**src/rtl/kernel_control_pkg.sv**
```systemverilog
// Shared types and default geometry for the 3x3 kernel-window generator.
// Widths here describe the default build; the top derives its own from its parameters.
package kernel_control_pkg;

  localparam int DEF_LINE_LENGTH = 48;
  localparam int DEF_LINE_COUNT  = 48;
  localparam int DEF_DATA_WIDTH  = 16;

  localparam int X_WIDTH = $clog2(DEF_LINE_LENGTH);
  localparam int Y_WIDTH = $clog2(DEF_LINE_COUNT);

  typedef logic [DEF_DATA_WIDTH-1:0]   pixel_t;
  typedef logic [3*DEF_DATA_WIDTH-1:0] row_t;
  typedef logic [1:0]                  buf_sel_t;

  // Line-buffer roles rotate 0 -> 1 -> 2 -> 0 at every line end.
  function automatic buf_sel_t rot_next(input buf_sel_t sel);
    return (sel == 2'd2) ? 2'd0 : sel + 2'd1;
  endfunction

endpackage

```
**src/rtl/kernel_line_buffer.sv**
```systemverilog
// One line of pixel storage: synchronous write, combinational read.
module kernel_line_buffer #(
  parameter int DEPTH = 48,
  parameter int WIDTH = 16
) (
  input  logic                     i_clk,
  input  logic                     i_we,
  input  logic [$clog2(DEPTH)-1:0] i_waddr,
  input  logic [WIDTH-1:0]         i_wdata,
  input  logic [$clog2(DEPTH)-1:0] i_raddr,
  output logic [WIDTH-1:0]         o_rdata
);

  logic [WIDTH-1:0] mem_q [DEPTH];

  always_ff @(posedge i_clk) begin
    if (i_we) begin
      mem_q[i_waddr] <= i_wdata;
    end
  end

  assign o_rdata = mem_q[i_raddr];

endmodule

```
**src/rtl/kernel_control.sv**
```systemverilog
// Streaming 3x3 window generator: buffers two previous lines and emits a registered
// window (r0 = y-2 ... r2 = y) for every accepted pixel with x >= 2 and y >= 2.
module kernel_control
  import kernel_control_pkg::*;
#(
  parameter int LINE_LENGTH = DEF_LINE_LENGTH,
  parameter int LINE_COUNT  = DEF_LINE_COUNT,
  parameter int DATA_WIDTH  = DEF_DATA_WIDTH
) (
  input  logic                    i_clk,
  input  logic                    i_rstn,
  input  logic [DATA_WIDTH-1:0]   i_data,
  input  logic                    i_valid,
  output logic                    o_req,
  output logic [3*DATA_WIDTH-1:0] o_r0_data,
  output logic [3*DATA_WIDTH-1:0] o_r1_data,
  output logic [3*DATA_WIDTH-1:0] o_r2_data,
  output logic                    o_valid
);

  localparam int XW = $clog2(LINE_LENGTH);
  localparam int YW = $clog2(LINE_COUNT);
  localparam int RW = 3 * DATA_WIDTH;

  localparam logic [XW-1:0] X_LAST  = XW'(LINE_LENGTH - 1);
  localparam logic [YW-1:0] Y_LAST  = YW'(LINE_COUNT - 1);
  localparam logic [XW-1:0] X_ONE   = XW'(1);
  localparam logic [YW-1:0] Y_ONE   = YW'(1);
  localparam logic [XW-1:0] X_FIRST = XW'(2);
  localparam logic [YW-1:0] Y_FIRST = YW'(2);

  logic [XW-1:0] x_q, x_d;
  logic [YW-1:0] y_q, y_d;
  buf_sel_t      rot_q, rot_d;
  logic          req_q, req_d;
  logic          valid_q, valid_d;
  logic [RW-1:0] sr0_q, sr0_d, sr1_q, sr1_d, sr2_q, sr2_d;
  logic [RW-1:0] r0_q, r0_d, r1_q, r1_d, r2_q, r2_d;

  logic                  accept;
  logic [DATA_WIDTH-1:0] rd_data [3];
  logic [DATA_WIDTH-1:0] prev1_pix, prev2_pix;

  assign accept = i_valid && req_q;

  for (genvar g = 0; g < 3; g++) begin : g_buf
    kernel_line_buffer #(
      .DEPTH(LINE_LENGTH),
      .WIDTH(DATA_WIDTH)
    ) u_buf (
      .i_clk  (i_clk),
      .i_we   (accept && (rot_q == buf_sel_t'(g))),
      .i_waddr(x_q),
      .i_wdata(i_data),
      .i_raddr(x_q),
      .o_rdata(rd_data[g])
    );
  end

  // Buffer rot_q holds line y; the one before it in rotation holds y-1, the one after y-2.
  always_comb begin
    prev1_pix = rd_data[2];
    prev2_pix = rd_data[1];
    case (rot_q)
      2'd1: begin
        prev1_pix = rd_data[0];
        prev2_pix = rd_data[2];
      end
      2'd2: begin
        prev1_pix = rd_data[1];
        prev2_pix = rd_data[0];
      end
      default: begin
        prev1_pix = rd_data[2];
        prev2_pix = rd_data[1];
      end
    endcase
  end

  always_comb begin
    x_d     = x_q;
    y_d     = y_q;
    rot_d   = rot_q;
    req_d   = 1'b1;
    valid_d = 1'b0;
    sr0_d   = sr0_q;
    sr1_d   = sr1_q;
    sr2_d   = sr2_q;
    r0_d    = r0_q;
    r1_d    = r1_q;
    r2_d    = r2_q;

    if (accept) begin
      sr0_d = {sr0_q[2*DATA_WIDTH-1:0], prev2_pix};
      sr1_d = {sr1_q[2*DATA_WIDTH-1:0], prev1_pix};
      sr2_d = {sr2_q[2*DATA_WIDTH-1:0], i_data};

      if (x_q == X_LAST) begin
        x_d   = '0;
        rot_d = rot_next(rot_q);
        y_d   = (y_q == Y_LAST) ? '0 : y_q + Y_ONE;
      end else begin
        x_d = x_q + X_ONE;
      end

      // Shift registers hold stale columns for x < 2, so only full windows are published.
      if ((y_q >= Y_FIRST) && (x_q >= X_FIRST)) begin
        valid_d = 1'b1;
        r0_d    = sr0_d;
        r1_d    = sr1_d;
        r2_d    = sr2_d;
      end
    end
  end

  always_ff @(posedge i_clk) begin
    if (i_rstn) begin
      x_q     <= '0;
      y_q     <= '0;
      rot_q   <= '0;
      req_q   <= 1'b0;
      valid_q <= 1'b0;
      sr0_q   <= '0;
      sr1_q   <= '0;
      sr2_q   <= '0;
      r0_q    <= '0;
      r1_q    <= '0;
      r2_q    <= '0;
    end else begin
      x_q     <= x_d;
      y_q     <= y_d;
      rot_q   <= rot_d;
      req_q   <= req_d;
      valid_q <= valid_d;
      sr0_q   <= sr0_d;
      sr1_q   <= sr1_d;
      sr2_q   <= sr2_d;
      r0_q    <= r0_d;
      r1_q    <= r1_d;
      r2_q    <= r2_d;
    end
  end

  assign o_req     = req_q;
  assign o_valid   = valid_q;
  assign o_r0_data = r0_q;
  assign o_r1_data = r1_q;
  assign o_r2_data = r2_q;

endmodule

```
**config.mk**
```make
export PLATFORM = sky130hd
export DESIGN_NAME = kernel_control
export DESIGN_NICKNAME = d
export VERILOG_FILES = /design/src/rtl/kernel_control_pkg.sv /design/src/rtl/kernel_line_buffer.sv /design/src/rtl/kernel_control.sv
export SDC_FILE = /design/constraint.sdc
export NUM_CORES = 2
export LEC_CHECK = 0
export CAP_MARGIN = 20
export CORE_MARGIN = 2
export CORE_UTILIZATION = 33
export DETAILED_ROUTE_END_ITERATION = 6
export PLACE_DENSITY_LB_ADDON = 0.05
export SKIP_LAST_GASP = 1
export SLEW_MARGIN = 20
export SYNTH_ARGS = -nofsm -noshare
export SYNTH_HDL_FRONTEND = slang
export SYNTH_SLANG_ARGS = --single-unit
```
**constraint.sdc**
```tcl
create_clock -name i_clk -period 3.07 [get_ports i_clk]
set_input_delay 0.4605 -clock i_clk [delete_from_list [all_inputs] [get_ports i_clk]]
set_output_delay 0.4605 -clock i_clk [all_outputs]
set_load 0.01 [all_outputs]
```
==> impl_metrics.tcl <==
set metrics [dict create \
    layout-drive-gt1-share 0.324 \
    cap_violations 0 \
    async_flop_share 0 \
    rsz0062_at_grt "true" \
    fin_ws_ns -0.0246 \
    ys_seq_area_frac 0.752 \
    cts_tree "yes" \
    synthTopCellsByCount "edfxtp_1 (2,304), mux4_2 (543), nand2_1 (514), dfxtp_1 (262), a21oi_1 (246)" \
    die_h_um 552 \
    status "complete, but fails checks" \
    synthToLayoutAreaGrowth_pct 25.4 \
    grt_pass1_wl_um 476000 \
    clock_latency_ns 0.91 \
    vias_per_cell 5.28 \
    track_usage 0.227 \
    synth_area_leaders "edfxtp_1 (70%), mux4_2 (12%), dfxtp_1 (5.3%), nand2_1 (1.9%), mux2i_1 (1.4%)" \
    yosysTopAreaCell "edfxtp_1" \
    worst_slew_pin_slew_ns 1.08 \
    leakage_nw 39.4 \
    end_kind "register" \
    worstPathArrival_ns 3.85 \
    critPathMaxStageDelay_ns 0.61 \
    crit_required_ns 3.83 \
    drtIter0Drc 5366 \
    hpwl_um 226000 \
    syn_area_um2 99000 \
    grt_start_max_net_pins 173 \
    rrSetupSlack_ns -0.02 \
    rr_endpoint "sr1_q[6]" \
    yosysTopAreaCellShare 0.699 \
    ios 165 \
    placement.cell_area_um2 113000 \
    reg2reg_depth 11 \
    syn_nets 5242 \
    synthCells 5216 \
    worst-path-buf-inv 4 \
    drt_wl_total_um 349000 \
    slew_viol_final 0 \
    cp_common_cell "buf_12" \
    start_util 0.331 \
    wl_per_cell_um 33.6 \
    hold_viol_final 0 \
    critPathKind "reg -> reg" \
    ctsHtreeMaxLevel 5 \
    clock_skew_ns 0.0563 \
    grt_pass1_vias 55300 \
    ir_drop_v 0.000425 \
    violations "negative setup slack" \
    stdcell_area_um2 124000 \
    synth_seq_cells 2566 \
    clkTransAtPathRegs_ns 0.06 \
    period_needed_ns 3.09 \
    vias 55000 \
    grt-ovfl-total 0 \
    clockBufferDepth 4 \
    ys_warn_count 0 \
    synth.distinct_cells 80 \
    crit_fanout 11 \
    gp_congestion 0.835 \
    synth_most_common_cell "edfxtp_1" \
    clock_sinks 2566 \
    crit_path_cell_trace "buf_12, buf_12, buf_12, buf_6, mux4_2, mux4_2, nor2_1, a21oi_2, a32oi_1, nor2_1, o31a_1" \
    dr.pass1.iters 6 \
    fin_util 0.415 \
    n_fill_cell 26700 \
    crit_family "multiplexers" \
    antenna_found_initial 18 \
    synthFlopType "edfxtp_1" \
    syn_area_per_cell_um2 19.0 \
    hold_class "in -> reg" \
    cts_root_buf "clkbuf_16" \
    fmax_ghz 0.323 \
    synth_enable_flop_cells 2304 \
    hold_path_end "o_r2_data[15]" \
    hold_depth 3 \
    final_cells 10400 \
    cts-buffers-inserted 297 \
    nets 6228 \
    crit_slowest_cell "mux4_2" \
    cp-start-kind "register" \
    finalSetupTns_ns -0.0432 \
    min-delay-start "i_data[15]" \
    row_count 201 \
    core_um2 299000 \
    slew_headroom 0.282 \
    dp.cells 9746 \
    drc 0 \
    die_w_um 552 \
    ant_nets 0 \
    finalCritPeriodShare 1.01 \
    setup_viol 2 \
    p_per_area_nw_per_um2 612 \
    portBuffers 164 \
    die_area_um2 304000 \
]
worst max path at each step:
stage          startpoint                     endpoint  slack [ns]  cells after the start
2_1_floorplan    rot_q[0]  g_buf[2].u_buf.mem_q[19][0]        0.47                      8
3_3_place_gp     register                     sr1_q[8]       -0.81                     11
3_5_place_dp     register                o_r0_data[11]       -0.56                     12
4_1_cts          register                 o_r1_data[0]       -0.05                     12
5_1_grt          register                     sr1_q[6]       -0.09                     12
6_report         register                     sr1_q[6]       -0.02                     11
cell type report:
| class | count | area (um2) | area share |
|---|---|---|---|
| Antenna cell | 11 | 27.5 | 0.000222 |
| Timing Repair Buffer | 1007 | 11900 | 0.0957 |
| Inverter | 16 | 63.8 | 0.000514 |
| Clock buffer | 394 | 8040 | 0.0648 |
| Clock inverter | 141 | 1050 | 0.00844 |
| Multi-Input combinational cell | 2314 | 23700 | 0.191 |
| Sequential cell | 2566 | 74500 | 0.600 |
| Tap cell | 3958 | 4950 | 0.0399 |
flip-flops by register name, indices dropped and copies added (netlist names), 32 cells and up, named ones only:
signal,cells
sr0_q,32
o_r0_data,48
g_buf.u_buf.mem_q,2304
sr2_q,32
o_r2_data,48
sr1_q,32
o_r1_data,48
what timing repair did:
action	CTS	global route
gates resized for setup	119	102
endpoints found under the setup margin	61	60
setup buffers	76	27
pin swaps	27	36
hold endpoints to repair	75	0
gates cloned	10	3
hold buffers	6	0
metal layers:
metal,up-vias,global-route usage,share of wire
met4,2,0.0486,0.021
met2,1725,0.368,0.47
met3,397,0.0355,0.058
li1,23200,-,-
met1,29700,0.324,0.45
met5,-,0,0.000037
kinds of logic after synthesis:
group                    Yosys count  share of synthesized area
AO/OA/AOI/OAI                    631                     0.0420
flip-flops                      2566                      0.752
buffers and inverters            336                     0.0200
adder cells (fa/ha/maj)            7                   0.000885
XOR/XNOR                           5                   0.000443
multiplexers                     726                      0.145
AND/OR/NAND/NOR                  945                     0.0398
cells in the final DEF, fill, tap and decap left out, types with 10 or more instances in the layout:
| cell type | count |
|---|---|
| bufinv_16 | 10 |
| clkinv_2 | 37 |
| a22oi_2 | 15 |
| and3_1 | 14 |
| clkbuf_1 | 81 |
| mux4_1 | 14 |
| clkinv_1 | 72 |
| buf_12 | 243 |
| nor3_1 | 22 |
| o221ai_1 | 23 |
| mux2_2 | 21 |
| a32oi_1 | 20 |
| buf_16 | 23 |
| o22ai_1 | 28 |
| nor2_2 | 128 |
| mux2i_1 | 130 |
| o21ai_1 | 26 |
| a21oi_2 | 12 |
| o31ai_1 | 13 |
| edfxtp_1 | 2304 |
| nor2_1 | 107 |
| a22o_1 | 12 |
| a221oi_1 | 17 |
| clkinvlp_4 | 10 |
| nand2_1 | 511 |
| mux4_2 | 544 |
| clkdlybuf4s50_1 | 147 |
| o21ai_0 | 46 |
| or3_1 | 10 |
| buf_6 | 38 |
| diode_2 | 11 |
| a221oi_2 | 11 |
| nand2b_1 | 11 |
| clkbuf_16 | 308 |
| nand3_1 | 71 |
| buf_4 | 532 |
| a22oi_1 | 41 |
| a31oi_1 | 12 |
| dfxtp_1 | 256 |
| a21oi_1 | 232 |
worst min-delay path: cells and delay by family:
| family | cells | cell delay, ns |
|---|---|---|
| compound gates | 1 | 0.05 |
| simple gates | 1 | 0.12 |
| buf+inv | 1 | 0.24 |
report_power, final:
part           leakage [nW]  switching [mW]  internal (mW)
Combinational          12.2            2.48           1.78
Sequential             22.8          0.0721           38.1
Clock                  4.40            14.3           19.3
stage by stage:
step	setup WS [ns]	power, mW	hold slack [ns]
2_1_floorplan	0.467	40.6	0.432
3_3_place_gp	-0.815	42.8	0.440
3_5_place_dp	-0.558	42.8	0.444
4_1_cts	-0.0502	76.8	0.0125
5_1_grt	-0.0856	78.3	0.0690
6_report	-0.0246	76.0	0.0662
(Power assumes the default switching activity.)
